### src/rtl/uart_receiver.sv
// 8N1 UART receive path: 2-flop synchroniser, mid-bit sampling FSM and a
// valid/ready holding register (4-entry FIFO when UART_RX_FIFO_EN is defined).
module uart_receiver #(
  parameter int ClockFreq = 100_000_000,
  parameter int BaudRate  = 115_200
) (
  input  logic       clk,
  input  logic       reset,
  input  logic       SIn,
  output logic [7:0] DataOut,
  output logic       DataOutValid,
  input  logic       DataOutReady,
  output logic       FrameError,
  output logic       Overrun
);

  localparam int SymbolEdge = ClockFreq / BaudRate;
  localparam int SampleTime = SymbolEdge / 2;
  localparam int TimerW     = $clog2(SymbolEdge + 1);
  localparam logic [TimerW-1:0] SymbolLast = TimerW'(SymbolEdge - 1);
  localparam logic [TimerW-1:0] SampleLast = TimerW'(SampleTime - 1);

  typedef enum logic [2:0] {S_IDLE, S_START, S_DATA, S_STOP, S_BREAK} state_t;

  logic [1:0]        sync_q;
  logic              rx;
  state_t            state_q, state_d;
  logic [TimerW-1:0] timer_q, timer_d;
  logic [2:0]        bit_cnt_q, bit_cnt_d;
  logic [7:0]        shift_q, shift_d;
  logic              commit_q, commit_d;
  logic              frame_error_q, frame_error_d;
  logic              overrun_q, overrun_d;
  logic              handshake;

  assign rx = sync_q[1];

  // NOTE: sequential state uses non-blocking assignments so every flop
  // samples the pre-edge value of every other flop.
  always_ff @(posedge clk or posedge reset) begin
    if (reset) begin
      sync_q        <= 2'b11;
      state_q       <= S_IDLE;
      timer_q       <= '0;
      bit_cnt_q     <= '0;
      shift_q       <= '0;
      commit_q      <= 1'b0;
      frame_error_q <= 1'b0;
      overrun_q     <= 1'b0;
    end else begin
      sync_q        <= {sync_q[0], SIn};
      state_q       <= state_d;
      timer_q       <= timer_d;
      bit_cnt_q     <= bit_cnt_d;
      shift_q       <= shift_d;
      commit_q      <= commit_d;
      frame_error_q <= frame_error_d;
      overrun_q     <= overrun_d;
    end
  end

  // NOTE: every output of this block gets a default first, so no path
  // through the case statement can infer a latch.
  always_comb begin
    state_d       = state_q;
    timer_d       = timer_q + TimerW'(1);
    bit_cnt_d     = bit_cnt_q;
    shift_d       = shift_q;
    commit_d      = 1'b0;
    frame_error_d = 1'b0;
    unique case (state_q)
      S_IDLE: begin
        timer_d = '0;
        if (!rx) state_d = S_START;
      end
      S_START: begin
        if (timer_q == SampleLast) begin
          timer_d   = '0;
          bit_cnt_d = '0;
          state_d   = rx ? S_IDLE : S_DATA;
        end
      end
      S_DATA: begin
        if (timer_q == SymbolLast) begin
          timer_d   = '0;
          shift_d   = {rx, shift_q[7:1]};
          bit_cnt_d = bit_cnt_q + 3'd1;
          if (bit_cnt_q == 3'd7) state_d = S_STOP;
        end
      end
      S_STOP: begin
        if (timer_q == SymbolLast) begin
          timer_d = '0;
          if (rx) begin
            commit_d = 1'b1;
            state_d  = S_IDLE;
          end else begin
            frame_error_d = 1'b1;
            state_d       = S_BREAK;
          end
        end
      end
      S_BREAK: begin
        timer_d = '0;
        if (rx) state_d = S_IDLE;
      end
      default: state_d = S_IDLE;
    endcase
  end

  assign handshake  = DataOutValid && DataOutReady;
  assign FrameError = frame_error_q;
  assign Overrun    = overrun_q;

`ifdef UART_RX_FIFO_EN
  logic [7:0] mem_q [4];
  logic [7:0] mem_d [4];
  logic [1:0] wr_ptr_q, wr_ptr_d;
  logic [1:0] rd_ptr_q, rd_ptr_d;
  logic [2:0] count_q, count_d;
  logic [1:0] head_idx;
  logic       push;

  // NOTE: the entries are reset because an empty FIFO still drives DataOut
  // from the last-popped slot, which must read 0 straight after reset.
  always_ff @(posedge clk or posedge reset) begin
    if (reset) begin
      mem_q    <= '{default: '0};
      wr_ptr_q <= '0;
      rd_ptr_q <= '0;
      count_q  <= '0;
    end else begin
      mem_q    <= mem_d;
      wr_ptr_q <= wr_ptr_d;
      rd_ptr_q <= rd_ptr_d;
      count_q  <= count_d;
    end
  end

  always_comb begin
    mem_d     = mem_q;
    wr_ptr_d  = wr_ptr_q;
    rd_ptr_d  = rd_ptr_q;
    count_d   = count_q;
    overrun_d = 1'b0;
    push      = commit_q && ((count_q != 3'd4) || handshake);
    if (commit_q && !push) overrun_d = 1'b1;
    if (push) begin
      mem_d[wr_ptr_q] = shift_q;
      wr_ptr_d        = wr_ptr_q + 2'd1;
    end
    if (handshake) rd_ptr_d = rd_ptr_q + 2'd1;
    case ({push, handshake})
      2'b10:   count_d = count_q + 3'd1;
      2'b01:   count_d = count_q - 3'd1;
      default: count_d = count_q;
    endcase
  end

  // Once empty, the read pointer has moved past the popped entry; show that one.
  assign head_idx     = (count_q == 3'd0) ? (rd_ptr_q - 2'd1) : rd_ptr_q;
  assign DataOut      = mem_q[head_idx];
  assign DataOutValid = (count_q != 3'd0);
`else
  logic [7:0] data_q, data_d;
  logic       valid_q, valid_d;

  always_ff @(posedge clk or posedge reset) begin
    if (reset) begin
      data_q  <= '0;
      valid_q <= 1'b0;
    end else begin
      data_q  <= data_d;
      valid_q <= valid_d;
    end
  end

  // DataOut only ever moves on a commit; a handshake just clears the valid flag.
  always_comb begin
    data_d    = data_q;
    valid_d   = valid_q;
    overrun_d = 1'b0;
    if (handshake) valid_d = 1'b0;
    if (commit_q) begin
      if (valid_q && !handshake) begin
        overrun_d = 1'b1;
      end else begin
        data_d  = shift_q;
        valid_d = 1'b1;
      end
    end
  end

  assign DataOut      = data_q;
  assign DataOutValid = valid_q;
`endif

endmodule

### config.mk
export PLATFORM = sky130hd
export DESIGN_NAME = uart_receiver
export DESIGN_NICKNAME = d
export VERILOG_FILES = /design/src/rtl/uart_receiver.sv
export SDC_FILE = /design/constraint.sdc
export NUM_CORES = 1
export LEC_CHECK = 0
export CAP_MARGIN = 5
export CORE_MARGIN = 2
export CORE_UTILIZATION = 30
export DETAILED_ROUTE_END_ITERATION = 10
export SYNTH_ARGS = -nofsm -noshare
export SYNTH_HDL_FRONTEND = slang
export SYNTH_SLANG_ARGS = --single-unit
### constraint.sdc
create_clock -name clk -period 2 [get_ports clk]
set_input_delay 0.3 -clock clk [delete_from_list [all_inputs] [get_ports clk]]
set_output_delay 0.3 -clock clk [all_outputs]
set_load 0.01 [all_outputs]
* Word-level counts from Yosys, hierarchy flattened
Cells that the tools add are included.
** Storage, ports and cells
- Output and inout port bits :: 11
- Word-level logic and storage cells :: 63
- Input bits :: 4
- Register bits :: 38
** Cells by class
- Reductions and logical operators :: 11
- Equality and inequality tests :: 13
- Add/sub/neg operators :: 2
- Mux-type cells :: 26
- Bitwise operators :: 1
** Operators by type and width (number)
- $pmux W10 S3 :: 1
- $mux W3 :: 9
- $mux W10 :: 2
- $pmux W3 S5 :: 1
- $ne A2 B2 Y1 const B :: 6
- $mux W1 :: 11
- $add A10 B1 Y10 const B :: 1
- $eq A10 B10 Y1 const B :: 1
- $eq A10 B9 Y1 const B :: 1
- $eq A3 B2 Y1 const B :: 2
- $eq A3 B3 Y1 const B :: 2
- $pmux W3 S2 :: 1
- $reduce_and A6 Y1 :: 1
- $reduce_and A2 Y1 :: 2
- $reduce_or A2 Y1 :: 2
- $add A3 B1 Y3 const B :: 1
- $eq A3 B1 Y1 const B :: 1
- $logic_not A3 Y1 :: 1
- $reduce_and A3 Y1 :: 1
- $logic_and A1 B1 Y1 :: 2
- $mux W2 :: 1
- $reduce_bool A2 Y1 :: 1
- $logic_not A1 Y1 :: 1
- $not A1 Y1 :: 1

* Logic depth before layout (Yosys ltp)
- Depth after elaboration :: 5
- Gate-level depth with buffers :: 6

* Least setup slack after synthesis
Ideal clock, no wire load.
- Kind :: flip-flop to flip-flop
- Start :: register timer_q[0]
- End :: register state_q[0]
- Data required time :: 1889 ps
- Library setup time :: 111 ps
- Slack :: 279 ps
- Buffers on the path :: 0
- Cell stages (with the launch flop) :: 6
- Arrival time :: 1610 ps
- Cells stage by stage :: dfrtp_1 ha_1 and4bb_1 and3_4 mux2_4 a2111oi_2
** Between the ends
- Cells in the longest elaborated chain, start to end :: 3
** RTL lines
- from (decl) :: line 28 : logic [TimerW-1:0] timer_q, timer_d;
- from (signal assigned) :: line 53 : timer_q <= timer_d;
- $eq A10 B10 Y1 / $eq A10 B9 Y1 (equally long branches) :: line 84, 92, 77
- $ne A2 B2 Y1 (no source line)
- $reduce_and A6 Y1 (no source line) *
- to (signal assigned) :: line 52 : state_q <= state_d;
- to (decl) :: line 27 : state_t state_q, state_d;
Every way passes the cells marked *; elsewhere a longest branch is shown, timed or not.
A chain may end at the register's enable or synchronous reset.

* Final worst setup path
- Start :: register timer_q[0]
- End :: register shift_q[4]
** Between the ends
- Cells in the longest elaborated chain, start to end :: 2
** RTL lines
- $eq A10 B10 Y1 :: line 84 : if (timer_q == SymbolLast) begin
- $reduce_and A2 Y1 (no source line)
- to (signal assigned) :: line 55 : shift_q <= shift_d;
- to (decl) :: line 30 : logic [7:0] shift_q, shift_d;
No other way between the ends.

==> results.tsv <==
stage	metric	value	unit
floorplan	dieHeight	78.4	µm
floorplan	design.core.area	0.00544	mm²
clock_tree	ctsRootBufferMaster	clkbuf_8	
clock_tree	cts.sinks	38	
synth	yosysSeqAreaShare	57.4	%
setup_path	crit_arrival	2.01	ns
drt	vias	1044	
synth	syn-cell-area	0.00166	mm²
timing	fmax	544	MHz
timing	finalHoldViolCount	0	
timing	worstMarginPinSlew	0.459	ns
finish	antenna_cells	0	
global_routing	grtUsageMet3	3.22	%
timing	period_share	92.0	%
clock_tree	cts_made_buffers	5	
global_routing	top_usage_layer	met2	
clock_tree	post_cts_buffers	0	
global_routing	use_met2	17.4	%
placement	place.gp.congestion	0.787	
synth	synth_fp_nets	138	
drt	via_per_inst	4.68	
synth	syn_inst	130	
drt	drtAntennaViolNets	0	
finish	drive_gt1_share	23.8	%
clock_tree	cts_tree	built	
synth	yosysUniqueCellTypes	36	
timing	fin_skew	0.00707	ns
floorplan	dieWidth	78.4	µm
synth	ys_seq_elements	38	
placement	placed_area	0.00189	mm²
timing	rsz0062_at_grt	no	
timing	setup_tns	0	ns
synth	synth.area.top_cells	dfrtp_1 (54%), mux2_2 (12%), nor2_1 (3.4%)	
finish	design_area	0.00200	mm²
setup_path	required	2.17	ns
drt	drt_iter0_markers	36	
synth	synth_top_area_share	54.2	%
setup_path	max_stage_delay	0.41	ns
finish	fill_cells	520	
global_routing	use_met1	10.6	%
synth	synth.avg_cell_area	12.8	µm²
setup_path	critPathSlowestCell	dfrtp_1	
clock_tree	clock_latency	0.29	ns
power	pwr_density_cell	719	mW/mm²
floorplan	start_util	30.5	%
global_routing	first_global_vias	1108	
synth	ys_warn_count	0	
timing	period_needed	1.84	ns
drt	drc	0	
setup_path	crit_fanout	11	
global_routing	grt_overflow	0	
timing	finalSetupViolations	0	
setup_path	critPathTopFamily	simple AND/OR/NAND/NOR gates	
timing	slew_headroom	69.4	%
global_routing	gr-usage-all-layers	10.0	%
floorplan	dieArea	0.00615	mm²
clock_tree	clk_pin_slew	0.07	ns
power	p_total	1440	µW
placement	port_buffers	14	
clock_tree	cts-resized-gates	0	
clock_tree	cts_buffer_depth	2	
drt	drt-pass1-iter-count	4	
setup_path	crit_path_start_kind	register	
setup_path	path_cells	ha_1 -> and4bb_1 -> nand4_1 -> nor2_2 -> buf_4 -> mux2_2	
finish	syn2layout_area_growth	20.6	%
placement	dpl.hpwl	1880	µm
global_routing	grt_pass1_wl	4820	µm
global_routing	grt_max_degree	39	
global_routing	antenna_found_initial	0	
floorplan	rows	27	
clock_tree	cts_max_level	2	
finish	layout.nets	159	
run_status	status	finished, final reports clean	
clock_tree	hold_buffers	0	
drt	post_drt_wl_per_cell	11.7	µm
setup_path	endpoint_kind	register	
setup_path	critPathBufInv	1	
drt	wl	2620	µm
floorplan	ios	15	
timing	holdWs	0.358	ns
power	leakagePower	0.000934	µW
setup_path	crit_type	register to register	
job	drv_cap	0	
power	irDropWorstVdd	0.000456	V
timing	slew_violations	0	
finish	final_util	36.8	%
synth	synth_top_area_cell	dfrtp_1	
min_path	hold_path_class	register to register	
synthesized netlist by cell type (all sizes together):
cell and number:
nor3b 1, nand3 3, nor4bb 1, ha 4, xnor2 3, nor2 16
a21bo 1, nor2b 3, and3 2, nand4 3, a211oi 1, a2111oi 1
a22oi 1, buf 2, nor3 1, mux2 18, and4 2, and2 1
or3b 1, o21ai 1, inv 4, nand2b 2, xor2 5, nor4b 1
nand2 6, a22o 2, nand4b 1, and3b 1, a21oi 3, dfstp 2
dfrtp 36, and4bb 1
registers in the layout, summed over array words and instances (netlist names):
name          flops
commit_q          1
Overrun           1
DataOutValid      1
FrameError        1
timer_q          10
sync_q            2
state_q           3
bit_cnt_q         3
DataOut           8
shift_q           8
final timing paths:
path | startpoint | cells past startpoint | slack [ns] | endpoint
worst max-delay path | timer_q[0]$_DFF_PP0_ | 6 | 0.16 | shift_q[4]$_DFFE_PP0P_
worst min-delay path | sync_q[0]$_DFF_PP1_ | 0 | 0.36 | sync_q[1]$_DFF_PP1_
worst max register to register | timer_q[0]$_DFF_PP0_ | 6 | 0.16 | shift_q[4]$_DFFE_PP0P_
worst min register to register | sync_q[0]$_DFF_PP1_ | 0 | 0.36 | sync_q[1]$_DFF_PP1_
max in group asynchronous | reset | 3 | 1.22 | sync_q[0]$_DFF_PP1_
min in group asynchronous | reset | 3 | 0.42 | DataOut[2]$_DFFE_PP0P_
kinds of logic (layout without fill, tap and decap cells):
| logic type | Yosys count | count (layout) | share of synthesized area [%] |
|---|---|---|---|
| fa+ha+maj | 4 | 4 | 3.01 |
| flops | 38 | 38 | 57.4 |
| mux | 18 | 18 | 12.4 |
| buf+inv | 6 | 27 | 1.88 |
| compound gates | 10 | 10 | 4.97 |
| simple gates | 46 | 46 | 16.1 |
| xor+xnor | 8 | 8 | 4.22 |
metal layers:
layer	up-vias	share of wire (%)
li1	499	-
met4	0	2.4
met5	-	0
met3	7	4.7
met2	30	50
met1	508	42
cells in the final DEF, fill, tap and decap left out, drive strengths merged, types with 2 or more instances in the layout:
master and count:
mux2 18, nand4 3, ha 4, nor2 16
clkbuf 6, xor2 5, clkdlybuf4s50 14, a21oi 3
nor2b 3, inv 4, nand2b 2, dfrtp 36
and4 2, nand2 6, a22o 2, buf 2
nand3 3, xnor2 3, and3 2, dfstp 2
stage by stage:
step / worst slack, ns / instances
final: 0.160 / 223
after global routing: 0.0191 / 223
after CTS: 0.153 / 223
after detailed placement: 0.166 / 216
after global placement: 0.227 / 216
after floorplan: 0.279 / 130
report_power, final:
group	internal, µW	total, µW	leakage [µW]	switching, µW
Combinational	7.08	22.3	0.000367	15.2
Clock	398	644	0.0000573	245
Sequential	772	774	0.000509	1.73
cell type report:
cell class / instances / area (µm²) / share of cell area (%)
Sequential cell: 38 / 953 / 47.6
Tap cell: 72 / 90.1 / 4.50
Multi-Input combinational cell: 86 / 677 / 33.8
Inverter: 4 / 15.0 / 0.750
Timing Repair Buffer: 16 / 155 / 7.75
Clock buffer: 6 / 82.6 / 4.12
Clock inverter: 1 / 30.0 / 1.50
(Power assumes the default switching activity.)
==> RTL edit (config.mk and constraints unchanged) <==
Set the parameter `ClockFreq` to 25_000_000 (it was 100_000_000).
--- a/src/rtl/uart_receiver.sv
+++ b/src/rtl/uart_receiver.sv
@@ -1,7 +1,7 @@
 // 8N1 UART receive path: 2-flop synchroniser, mid-bit sampling FSM and a
 // valid/ready holding register (4-entry FIFO when UART_RX_FIFO_EN is defined).
 module uart_receiver #(
-  parameter int ClockFreq = 100_000_000,
+  parameter int ClockFreq = 25_000_000,
   parameter int BaudRate  = 115_200
 ) (
   input  logic       clk,
Function: same outputs for any inputs over 10 cycles, from zero or initial values and one cycle with reset high; that may be too few to reach the edited logic, so the function may still have changed.
==> RTL edit against the unedited design <==
Wire length increased by 0.38%; core utilization increased by 1.0 points; die area decreased by 4.6%; design area shrank 3.4%; combinational power decreased by 6%; setup slack got worse by 0.044 ns; power is 11% lower; area after synthesis down 4.8%; sequential cell count shrank 2; critical path type unchanged; highest routed layer unchanged.
==> RTL edit: results (changes against the unedited design) <==
The run finished with clean final reports. The sequential cell area fraction in the yosys report was 0.571 (-0.00259). The detail-routed via count per cell was 4.68 (about the same). The mux cell area share after synthesis is 0.120 (-0.00399). The met2 wire length is 1.25 mm (-5.5%). The post-synthesis cell type count came out at 36 (unchanged).

The adder-cell share of the synthesized area came out at 0.0316 (+0.00153). The global router's overall resource usage came out at 0.0979 (-0.00257). The routed length on met1 came out at 1.18 mm (+6.0%). The number of I/O port buffers is 14 (unchanged). The commonest cells after synthesis are sky130_fd_sc_hd__dfrtp_1 (34), sky130_fd_sc_hd__mux2_2 (16), sky130_fd_sc_hd__nor2_1 (13). The worst-case headroom to the max-slew limit is 0.708 (+0.0135). Yosys attributes the largest share of cell area to sky130_fd_sc_hd__dfrtp_1 (54%), sky130_fd_sc_hd__mux2_2 (11%), sky130_fd_sc_hd__dfstp_2 (3.3%), sky130_fd_sc_hd__ha_1 (3.2%), sky130_fd_sc_hd__nor2_1 (3.1%).

The depth of the CTS H-tree was 2 (unchanged). The final RePlAce weighted congestion came out at 0.907 (+15%). The largest stage delay on the critical path is 0.42 ns. The cell count of the worst reg-to-reg path came out at 7 (+1).

The share of post-route cells with drive strength above 1 came out at 0.219 (-0.0199). The number of buffers created by CTS came out at 5 (unchanged). The number of global-route vias before repair came out at 1,061 (-4.2%).

The worst supply voltage drop on vdd came to 459 uV (+0.53%). The pin count of the biggest net entering global routing is 37 (-5.1%). The leakage power figure is 0.853 nW (-8.7%). The sum of negative setup slack is 0 ns (unchanged). The largest fanout of any net on the critical path came out at 8 (-3). The wire length of the first global-routing pass came out at 4.58 mm (-4.9%).

The data arrival time of the critical path is 2.06 ns (+0.05 ns). The net switching power is 0.267 mW (+1.8%). The routed length on met3 is 151 um (+23%). The detailed router used layers up to and including met4. The average routed wire per standard cell is 11.9 um (+1.3%). The total number of nets in the final design came to 158 (-0.63%). The filler cell count came to 533 (+2.5%). The share of the synthesized area in compound gates (AO/OA/AOI/OAI) came out at 0.0609 (+0.0112). The detailed router's first-iteration violation count is 31 (-14%). The xor/xnor cell area share of the yosys netlist was 0.0332 (-0.00894).
## RTL edit: final cells by class
cell class	count	share of cell area
timing repair buffer	19	0.0983
clock buffer	7	0.0446
clock inverter	1	0.00388
tap	70	0.0453
multi-input combinational	81	0.327
sequential	36	0.467
inverter	7	0.0136
## RTL edit: stage by stage
stage,instances,hold slack [ns],setup slack [ns],util,instance area [um^2]
after floorplan,127,0.304,0.147,-,1580
after detailed placement,212,0.351,0.0632,0.356,1820
after CTS,220,0.361,0.0480,0.375,1910
after global routing,221,0.367,0.0328,0.379,1930
after global placement,212,0.348,0.152,0.356,1820
final,221,0.358,0.116,0.379,1930
## RTL edit: final timing paths
kind / slack [ns] / to
worst min register to register: 0.36 / sync_q[1]$_DFF_PP1_
max in group asynchronous: 1.26 / sync_q[1]$_DFF_PP1_
worst max-delay path: 0.12 / shift_q[0]$_DFFE_PP0P_
min in group asynchronous: 0.41 / timer_q[7]$_DFF_PP0_
worst min-delay path: 0.36 / sync_q[1]$_DFF_PP1_
worst max register to register: 0.12 / shift_q[0]$_DFFE_PP0P_
## RTL edit: logic make-up after synthesis
family	count (synthesis)
AND/OR/NAND/NOR	40
flip-flops	36
multiplexers	17
AO/OA/AOI/OAI	14
buffers and inverters	10
XOR/XNOR	6
adder cells (fa/ha/maj)	4
## RTL edit: power groups by stage
stage | clock network [mW] | logic, mW | registers, mW
after detailed placement | 0 | 0.0227 | 0.747
after global routing | 0.587 | 0.0244 | 0.733
final | 0.530 | 0.0210 | 0.734
after global placement | 0 | 0.0221 | 0.747
after CTS | 0.549 | 0.0227 | 0.733
after floorplan | 0 | 0.0113 | 0.746
## RTL edit: routing by layer
layer / vias up / track usage
li1: 491 / -
met1: 509 / 0.117
met2: 28 / 0.155
met3: 7 / 0.0355
met4: 0 / 0.0509
met5: - / 0
